**src/rtl/zbt_arbiter_if.sv**
```systemverilog
// ---------------------------------------------------------------------------
// zbt_arbiter_if
// Bundles the requester handshake and the ZBT op/return bus that the
// round-robin arbiter sits between.
//   Requester side : req, req_we, req_addr, req_din, req_bwe (into the arbiter)
//                    gnt, rd_data, rd_valid, err              (out of the arbiter)
//   ZBT side       : zbt_ready, zbt_nd, zbt_dout              (into the arbiter)
//                    zbt_op, zbt_addr, zbt_din, zbt_bwe       (out of the arbiter)
// Modports:
//   slave  - the arbiter's view
//   master - the surrounding requesters / ZBT_Interface view
// ---------------------------------------------------------------------------
interface zbt_arbiter_if #(
    parameter int NREQ = 3,
    parameter int AW   = 19,
    parameter int DW   = 36
);
    logic [NREQ-1:0]    req;
    logic [NREQ-1:0]    req_we;
    logic [NREQ*AW-1:0] req_addr;
    logic [NREQ*DW-1:0] req_din;
    logic [NREQ*4-1:0]  req_bwe;
    logic [NREQ-1:0]    gnt;
    logic [DW-1:0]      rd_data;
    logic [NREQ-1:0]    rd_valid;
    logic               err;
    logic               zbt_ready;
    logic [1:0]         zbt_op;
    logic [AW-1:0]      zbt_addr;
    logic [DW-1:0]      zbt_din;
    logic [3:0]         zbt_bwe;
    logic               zbt_nd;
    logic [DW-1:0]      zbt_dout;

    modport slave (
        input  req, req_we, req_addr, req_din, req_bwe,
        input  zbt_ready, zbt_nd, zbt_dout,
        output gnt, rd_data, rd_valid, err,
        output zbt_op, zbt_addr, zbt_din, zbt_bwe
    );

    modport master (
        output req, req_we, req_addr, req_din, req_bwe,
        output zbt_ready, zbt_nd, zbt_dout,
        input  gnt, rd_data, rd_valid, err,
        input  zbt_op, zbt_addr, zbt_din, zbt_bwe
    );
endinterface

```
**src/rtl/zbt_arbiter.sv**
```systemverilog
// ---------------------------------------------------------------------------
// zbt_arbiter
// Round-robin arbiter sharing one ZBT_Interface between NREQ requesters.
// One read or write is accepted per cycle and presented on the ZBT bus one
// cycle later through registers. The requester index of every accepted read
// is pushed into a small tag FIFO so each zbt_nd return is steered back to
// the requester that issued it (ZBT returns reads in issue order).
// Ports:
//   clk_27mhz - system clock, all state on the rising edge
//   reset_b   - synchronous active-low reset
//   bus       - zbt_arbiter_if.slave: requester handshake + ZBT op/return bus
//               gnt is combinational; every other output is registered.
// ---------------------------------------------------------------------------
module zbt_arbiter #(
    parameter int NREQ      = 3,
    parameter int AW        = 19,
    parameter int DW        = 36,
    parameter int TAG_DEPTH = 4
) (
    input  logic          clk_27mhz,
    input  logic          reset_b,
    zbt_arbiter_if.slave  bus
);
    localparam int IW = (NREQ > 1) ? $clog2(NREQ) : 1;
    localparam int PW = (TAG_DEPTH > 1) ? $clog2(TAG_DEPTH) : 1;
    localparam int CW = $clog2(TAG_DEPTH + 1);

    localparam logic [1:0] OP_IDLE  = 2'b00;
    localparam logic [1:0] OP_READ  = 2'b01;
    localparam logic [1:0] OP_WRITE = 2'b10;

    // Expand a requester index into a one-hot requester vector.
    function automatic logic [NREQ-1:0] idx_to_onehot(input logic [IW-1:0] idx);
        logic [NREQ-1:0] vec;
        vec = '0;
        for (int k = 0; k < NREQ; k++) begin
            vec[k] = (idx == IW'(k)) ? 1'b1 : 1'b0;
        end
        return vec;
    endfunction

    // Arbitration state
    logic [IW-1:0]   rr_r;
    logic [NREQ-1:0] elig_s;
    logic [NREQ-1:0] gnt_s;
    logic [IW-1:0]   gnt_idx_s;
    logic            gnt_any_s;
    logic [IW-1:0]   cand_s;

    // Fields of the granted requester
    logic            sel_we_s;
    logic [AW-1:0]   sel_addr_s;
    logic [DW-1:0]   sel_din_s;
    logic [3:0]      sel_bwe_s;

    // Registered ZBT bus
    logic [1:0]      zbt_op_r;
    logic [AW-1:0]   zbt_addr_r;
    logic [DW-1:0]   zbt_din_r;
    logic [3:0]      zbt_bwe_r;

    // Read tag FIFO
    logic [IW-1:0]   tag_mem_r [TAG_DEPTH];
    logic [PW-1:0]   wr_ptr_r;
    logic [PW-1:0]   rd_ptr_r;
    logic [CW-1:0]   count_r;
    logic            tag_full_s;
    logic            tag_empty_s;
    logic            push_s;
    logic            pop_s;

    // Return path
    logic [DW-1:0]   rd_data_r;
    logic [NREQ-1:0] rd_valid_r;
    logic            err_r;

    // Full is judged on the registered count, so a pop on the same edge
    // does not reopen the door for a read.
    assign tag_full_s  = (count_r == CW'(TAG_DEPTH));
    assign tag_empty_s = (count_r == {CW{1'b0}});
    assign elig_s      = bus.req & (bus.req_we | {NREQ{~tag_full_s}});

    // Pick the first eligible requester after the last winner, wrapping.
    always_comb begin
        gnt_s     = '0;
        gnt_idx_s = '0;
        gnt_any_s = 1'b0;
        cand_s    = '0;
        if (reset_b && bus.zbt_ready) begin
            for (int k = 1; k <= NREQ; k++) begin
                cand_s = IW'((int'(rr_r) + k) % NREQ);
                if (!gnt_any_s && elig_s[cand_s]) begin
                    gnt_any_s = 1'b1;
                    gnt_idx_s = cand_s;
                end else begin
                    gnt_any_s = gnt_any_s;
                end
            end
            if (gnt_any_s) begin
                gnt_s = idx_to_onehot(gnt_idx_s);
            end else begin
                gnt_s = '0;
            end
        end else begin
            gnt_s = '0;
        end
    end

    // AND-OR mux of the granted requester's fields (gnt_s is one-hot or zero).
    always_comb begin
        sel_we_s   = 1'b0;
        sel_addr_s = '0;
        sel_din_s  = '0;
        sel_bwe_s  = '0;
        for (int k = 0; k < NREQ; k++) begin
            sel_we_s   = sel_we_s   | (gnt_s[k] & bus.req_we[k]);
            sel_addr_s = sel_addr_s | (gnt_s[k] ? bus.req_addr[k*AW +: AW] : {AW{1'b0}});
            sel_din_s  = sel_din_s  | (gnt_s[k] ? bus.req_din[k*DW +: DW]  : {DW{1'b0}});
            sel_bwe_s  = sel_bwe_s  | (gnt_s[k] ? bus.req_bwe[k*4 +: 4]    : 4'b0000);
        end
    end

    assign push_s = gnt_any_s & ~sel_we_s;
    assign pop_s  = bus.zbt_nd & ~tag_empty_s;

    // ZBT op/addr/din/bwe registers and round-robin pointer.
    always_ff @(posedge clk_27mhz) begin
        if (!reset_b) begin
            zbt_op_r   <= OP_IDLE;
            zbt_addr_r <= '0;
            zbt_din_r  <= '0;
            zbt_bwe_r  <= 4'b0000;
            rr_r       <= IW'(NREQ - 1);
        end else if (gnt_any_s) begin
            zbt_op_r   <= sel_we_s ? OP_WRITE : OP_READ;
            zbt_addr_r <= sel_addr_s;
            zbt_din_r  <= sel_din_s;
            zbt_bwe_r  <= sel_bwe_s;
            rr_r       <= gnt_idx_s;
        end else begin
            // Address/data/enables hold; only the op drops to idle.
            zbt_op_r   <= OP_IDLE;
        end
    end

    // Tag storage; contents are don't-care while the count says empty.
    always_ff @(posedge clk_27mhz) begin
        if (reset_b && push_s) begin
            tag_mem_r[wr_ptr_r] <= gnt_idx_s;
        end
    end

    // Tag FIFO pointers and occupancy; push and pop on one edge cancel.
    always_ff @(posedge clk_27mhz) begin
        if (!reset_b) begin
            wr_ptr_r <= '0;
            rd_ptr_r <= '0;
            count_r  <= '0;
        end else begin
            if (push_s) begin
                wr_ptr_r <= wr_ptr_r + PW'(1);
            end
            if (pop_s) begin
                rd_ptr_r <= rd_ptr_r + PW'(1);
            end
            case ({push_s, pop_s})
                2'b10:   count_r <= count_r + CW'(1);
                2'b01:   count_r <= count_r - CW'(1);
                default: count_r <= count_r;
            endcase
        end
    end

    // Route returned data to the oldest outstanding tag; flag orphan returns.
    always_ff @(posedge clk_27mhz) begin
        if (!reset_b) begin
            rd_data_r  <= '0;
            rd_valid_r <= '0;
            err_r      <= 1'b0;
        end else begin
            if (pop_s) begin
                rd_valid_r <= idx_to_onehot(tag_mem_r[rd_ptr_r]);
                rd_data_r  <= bus.zbt_dout;
            end else begin
                rd_valid_r <= '0;
            end
            if (bus.zbt_nd && tag_empty_s) begin
                err_r <= 1'b1;
            end
        end
    end

    assign bus.gnt      = gnt_s;
    assign bus.zbt_op   = zbt_op_r;
    assign bus.zbt_addr = zbt_addr_r;
    assign bus.zbt_din  = zbt_din_r;
    assign bus.zbt_bwe  = zbt_bwe_r;
    assign bus.rd_data  = rd_data_r;
    assign bus.rd_valid = rd_valid_r;
    assign bus.err      = err_r;

endmodule

```
**src/flat_wrapper.sv**
```systemverilog
// flat-port wrapper written by rule: the top's interface ports become plain ports
module zbt_arbiter_flat 
#(
    parameter int NREQ      = 3,
    parameter int AW        = 19,
    parameter int DW        = 36,
    parameter int TAG_DEPTH = 4
)
  (clk_27mhz, reset_b, bus_req, bus_req_we, bus_req_addr, bus_req_din, bus_req_bwe, bus_zbt_ready, bus_zbt_nd, bus_zbt_dout, bus_gnt, bus_rd_data, bus_rd_valid, bus_err, bus_zbt_op, bus_zbt_addr, bus_zbt_din, bus_zbt_bwe);
  zbt_arbiter_if #(.NREQ(NREQ), .AW(AW), .DW(DW)) bus_i ();
  input  logic clk_27mhz;
  input  logic reset_b;
  input wire logic [$bits(bus_i.req)-1:0] bus_req;
  input wire logic [$bits(bus_i.req_we)-1:0] bus_req_we;
  input wire logic [$bits(bus_i.req_addr)-1:0] bus_req_addr;
  input wire logic [$bits(bus_i.req_din)-1:0] bus_req_din;
  input wire logic [$bits(bus_i.req_bwe)-1:0] bus_req_bwe;
  input wire logic [$bits(bus_i.zbt_ready)-1:0] bus_zbt_ready;
  input wire logic [$bits(bus_i.zbt_nd)-1:0] bus_zbt_nd;
  input wire logic [$bits(bus_i.zbt_dout)-1:0] bus_zbt_dout;
  output wire logic [$bits(bus_i.gnt)-1:0] bus_gnt;
  output wire logic [$bits(bus_i.rd_data)-1:0] bus_rd_data;
  output wire logic [$bits(bus_i.rd_valid)-1:0] bus_rd_valid;
  output wire logic [$bits(bus_i.err)-1:0] bus_err;
  output wire logic [$bits(bus_i.zbt_op)-1:0] bus_zbt_op;
  output wire logic [$bits(bus_i.zbt_addr)-1:0] bus_zbt_addr;
  output wire logic [$bits(bus_i.zbt_din)-1:0] bus_zbt_din;
  output wire logic [$bits(bus_i.zbt_bwe)-1:0] bus_zbt_bwe;
  assign bus_i.req = bus_req;
  assign bus_i.req_we = bus_req_we;
  assign bus_i.req_addr = bus_req_addr;
  assign bus_i.req_din = bus_req_din;
  assign bus_i.req_bwe = bus_req_bwe;
  assign bus_i.zbt_ready = bus_zbt_ready;
  assign bus_i.zbt_nd = bus_zbt_nd;
  assign bus_i.zbt_dout = bus_zbt_dout;
  assign bus_gnt = bus_i.gnt;
  assign bus_rd_data = bus_i.rd_data;
  assign bus_rd_valid = bus_i.rd_valid;
  assign bus_err = bus_i.err;
  assign bus_zbt_op = bus_i.zbt_op;
  assign bus_zbt_addr = bus_i.zbt_addr;
  assign bus_zbt_din = bus_i.zbt_din;
  assign bus_zbt_bwe = bus_i.zbt_bwe;
  zbt_arbiter #(.NREQ(NREQ), .AW(AW), .DW(DW), .TAG_DEPTH(TAG_DEPTH)) u_core (.clk_27mhz(clk_27mhz), .reset_b(reset_b), .bus(bus_i));
endmodule
```
**config.mk**
```make
export PLATFORM = sky130hd
export DESIGN_NAME = zbt_arbiter_flat
export DESIGN_NICKNAME = d
export VERILOG_FILES = /design/src/rtl/zbt_arbiter_if.sv /design/src/rtl/zbt_arbiter.sv /design/src/flat_wrapper.sv
export SDC_FILE = /design/constraint.sdc
export NUM_CORES = 1
export LEC_CHECK = 0
export CORE_AREA = 2 2 126 128
export CTS_BUF_LIST = sky130_fd_sc_hd__clkbuf_4 sky130_fd_sc_hd__clkbuf_8
export DETAILED_ROUTE_END_ITERATION = 16
export DIE_AREA = 0 0 128 130
export HOLD_SLACK_MARGIN = 0.02
export PLACE_DENSITY_LB_ADDON = 0.15
export SYNTH_ARGS = -nofsm -noshare
export SYNTH_HDL_FRONTEND = slang
export SYNTH_SLANG_ARGS = --single-unit
export TNS_END_PERCENT = 30
```
**constraint.sdc**
```tcl
create_clock -name clk_27mhz -period 4.8 [get_ports clk_27mhz]
set_clock_uncertainty 0.15 [all_clocks]
set_input_delay 0.96 -clock clk_27mhz [delete_from_list [all_inputs] [get_ports clk_27mhz]]
set_output_delay 0.96 -clock clk_27mhz [all_outputs]
set_load 0.005 [all_outputs]
```
==> impl_metrics.yaml <==
critical_path:
  max_stage_delay_ns: 0.57
  reg2reg_setup_slack_ns: 1.23
  endpoint_kind: "primary output"
  path_common_cell: "clkdlybuf4s50_1"
  reg2reg_from: "u_core.count_r[0]"
  crit_type: "in2out"
  crit_arrival_ns: 3.34
  cp.required_ns: 3.69
  cp_max_fo: 4
  reg2reg_depth: 12
  startpoint_type: "input pin"
  reg2reg_to: "u_core.count_r[2]"
  crit_chain: "clkdlybuf4s50_1 > or4b_1 > a21boi_0 > o221ai_1 > nor3_1 > clkdlybuf4s50_1"
  cpMaxStageDelayCell: "or4b_1"
synth:
  postSynth.asyncResetShare_pct: 0
  synth_seq_area_share_pct: 46.5
  mappedNetlistArea_sq_um: 5340
  yosysTopAreaCellShare_pct: 42.0
  ys_top_cells_by_area: "dfxtp_1, a22oi_1, a32oi_1"
  synth-edff-count: 8
  synthTopCellsByCount: "dfxtp_1, nand2_1, a22oi_1"
  synthesis.nets: 805
  yosysMostFrequentCell: "dfxtp_1"
  ys_warn_count: 0
  synth-seq-cells: 120
  yosysUniqueCellTypes: 49
  syn_inst: 574
  avgSynthCellArea_sq_um: 9.31
  synth-main-ff-cell: "dfxtp_1"
  yosysTopAreaCell: "dfxtp_1"
sta:
  final.min_clock_period_ns: 4.45
  max_freq_mhz: 225
  slew_headroom_pct: 30.9
  finalHoldViolCount: 0
  rsz0062_at_grt: "no"
  tightest_slew_ns: 1.03
  setup-tns-final_ns: 0
  setup_violations: 0
  finalCritPeriodShare_pct: 92.8
  slew_violations: 0
  worst_slack_ns: 0.346
global_route:
  grt_pass1_vias: 5673
  grt_max_degree: 77
  grt-ovfl-total: 0
  antenna_found_initial: 0
  track_usage_pct: 22.0
  grt_pass1_wl_mm: 28.6
clocking:
  cts_hold_buf: 0
  cts_buffers: 17
  insertion_delay_ns: 0.43
  ctsResizeCount: 0
  clock-sinks: 120
  cts_buffer_depth: 2
  cts_root_buf: "clkbuf_8"
  clk_pin_slew_ns: 0.07
  postCtsSetupBuffers: 0
  h-tree-depth: 4
  cts_tree: "done"
die:
  rows: 46
  ios: 327
  core_sq_um: 15400
  start_util_pct: 34.6
  die_x_microns: 128
  die_area_sq_um: 16600
  die_h_microns: 130
finish:
  drive_gt1_share_pct: 6.97
  area_delta_synth_final_pct: 72.3
  fin_nets: 1108
  n_fill_cell: 1373
  post-route-util_pct: 59.7
pwr:
  power_density_nw_per_um2: 381
  power.leakage_nw: 3.16
  irDropWorstVdd_v: 0.000164
routing:
  routedWlPerCell_microns: 17.2
  drt-total-wl_mm: 18.6
  drc: 0
  drt_iter0_markers: 404
  routed_via_density: 5.26
  ant_nets: 0
  vias: 5693
  drt_pre_antenna_iters: 4
placed_design:
  dp_hpwl_mm: 13.8
  place_ws_ns: 0.225
  port-buffer-count: 326
  place.gp.congestion: 0.905
min_path:
  hold_class: "reg2reg"
  holdPathEnd: "u_core.bus.rd_data[28]"
  min_delay_path_depth: 2
  hp-start: "u_core.bus.rd_data[28]"
run_status:
  status: "finished clean"
job:
  drv_cap: 0
through the flow:
step / hold WS [ns] / cells / area [sq um] / total power [mW]
2_1_floorplan: 0.310 / 574 / 5340 / 1.77
3_3_place_gp: 0.301 / 1050 / 8700 / 2.35
3_5_place_dp: 0.308 / 1050 / 8700 / 2.39
4_1_cts: 0.317 / 1082 / 9210 / 3.55
5_1_grt: 0.347 / 1082 / 9210 / 3.70
6_report: 0.312 / 1083 / 9210 / 3.51
how the worst max path moves through the flow:
stage	from	end	slack (ns)	cells after the start
global placement	bus_req_we[2]	bus_gnt[0]	0.42	6
floorplan	bus_req_we[1]	u_core.count_r[2]	1.05	13
global route	bus_req_we[0]	bus_gnt[2]	0.10	6
detailed placement	bus_req_we[0]	u_core.count_r[2]	0.23	13
CTS	bus_req_we[0]	bus_gnt[2]	0.32	6
finish	bus_req_we[0]	bus_gnt[2]	0.35	6
worst max-delay path, delay by kind of cell:
kind	cells	cell delay, ns
AND/OR/NAND/NOR	2	0.78
AO/OA/AOI/OAI	2	0.57
buffers and inverters	2	1.04
area by class of cell:
class / instances / area (sq um) / share of cell area [%]
diodes: 1 / 2.50 / 0.0272
repair buffers: 336 / 3360 / 36.5
clock inverters: 13 / 248 / 2.69
well taps: 192 / 240 / 2.61
clock buffers: 19 / 255 / 2.77
inverters: 11 / 41.3 / 0.448
flip-flops and latches: 120 / 2480 / 27.0
multi-input cells: 391 / 2580 / 28.0
logic make-up after synthesis:
group | Yosys count | share of synthesized area, %
AOI/OAI and AO/OA | 217 | 30.1
xor gates and xnor gates | 4 | 0.656
and+or+nand+nor | 158 | 14.1
adders and majority gates | 8 | 2.01
buffers and inverters | 63 | 5.48
muxes | 4 | 1.22
DFF | 120 | 46.5
cells in the final DEF, fill, tap and decap left out, types with 4 or more instances in the layout:
cell / n
o211ai_1: 11
dfxtp_1: 112
and2_1: 10
inv_1: 11
o21ai_1: 15
nor3_1: 7
clkdlybuf4s50_1: 325
clkbuf_8: 18
a21boi_0: 38
clkinv_2: 4
a22oi_1: 59
edfxtp_1: 8
buf_4: 9
bufinv_16: 7
nand3_1: 32
ha_1: 7
o21ai_0: 32
nand2_1: 86
a32oi_1: 44
o211ai_2: 5
per-layer routing:
metal	vias to the layer above	track usage (%)	part of all wire [%]	wire, microns
met5	-	0	0	0
met3	31	6.48	7.0	1300
met4	0	9.37	2.5	469
li1	2754	-	-	-
met1	2690	25.0	39	7260
met2	218	38.6	51	9550
flip-flops by register name, summed over array words and instances (netlist names), named ones only:
signal	cells
u_core.bus.rd_data	36
u_core.bus.zbt_addr	19
u_core.rd_ptr_r	2
u_core.rr_r	2
u_core.bus.err	1
u_core.count_r	3
u_core.tag_mem_r	8
u_core.bus.zbt_din	36
u_core.bus.zbt_op	2
u_core.wr_ptr_r	2
u_core.bus.zbt_bwe	4
u_core.bus.rd_valid	3
where the power goes:
group | leakage, nW | switching, mW | internal [mW]
clock network | 0.257 | 0.413 | 0.742
logic | 1.92 | 0.491 | 0.604
registers | 0.987 | 0.0911 | 1.17
total | 3.16 | 0.995 | 2.51
(Power assumes the default switching activity.)
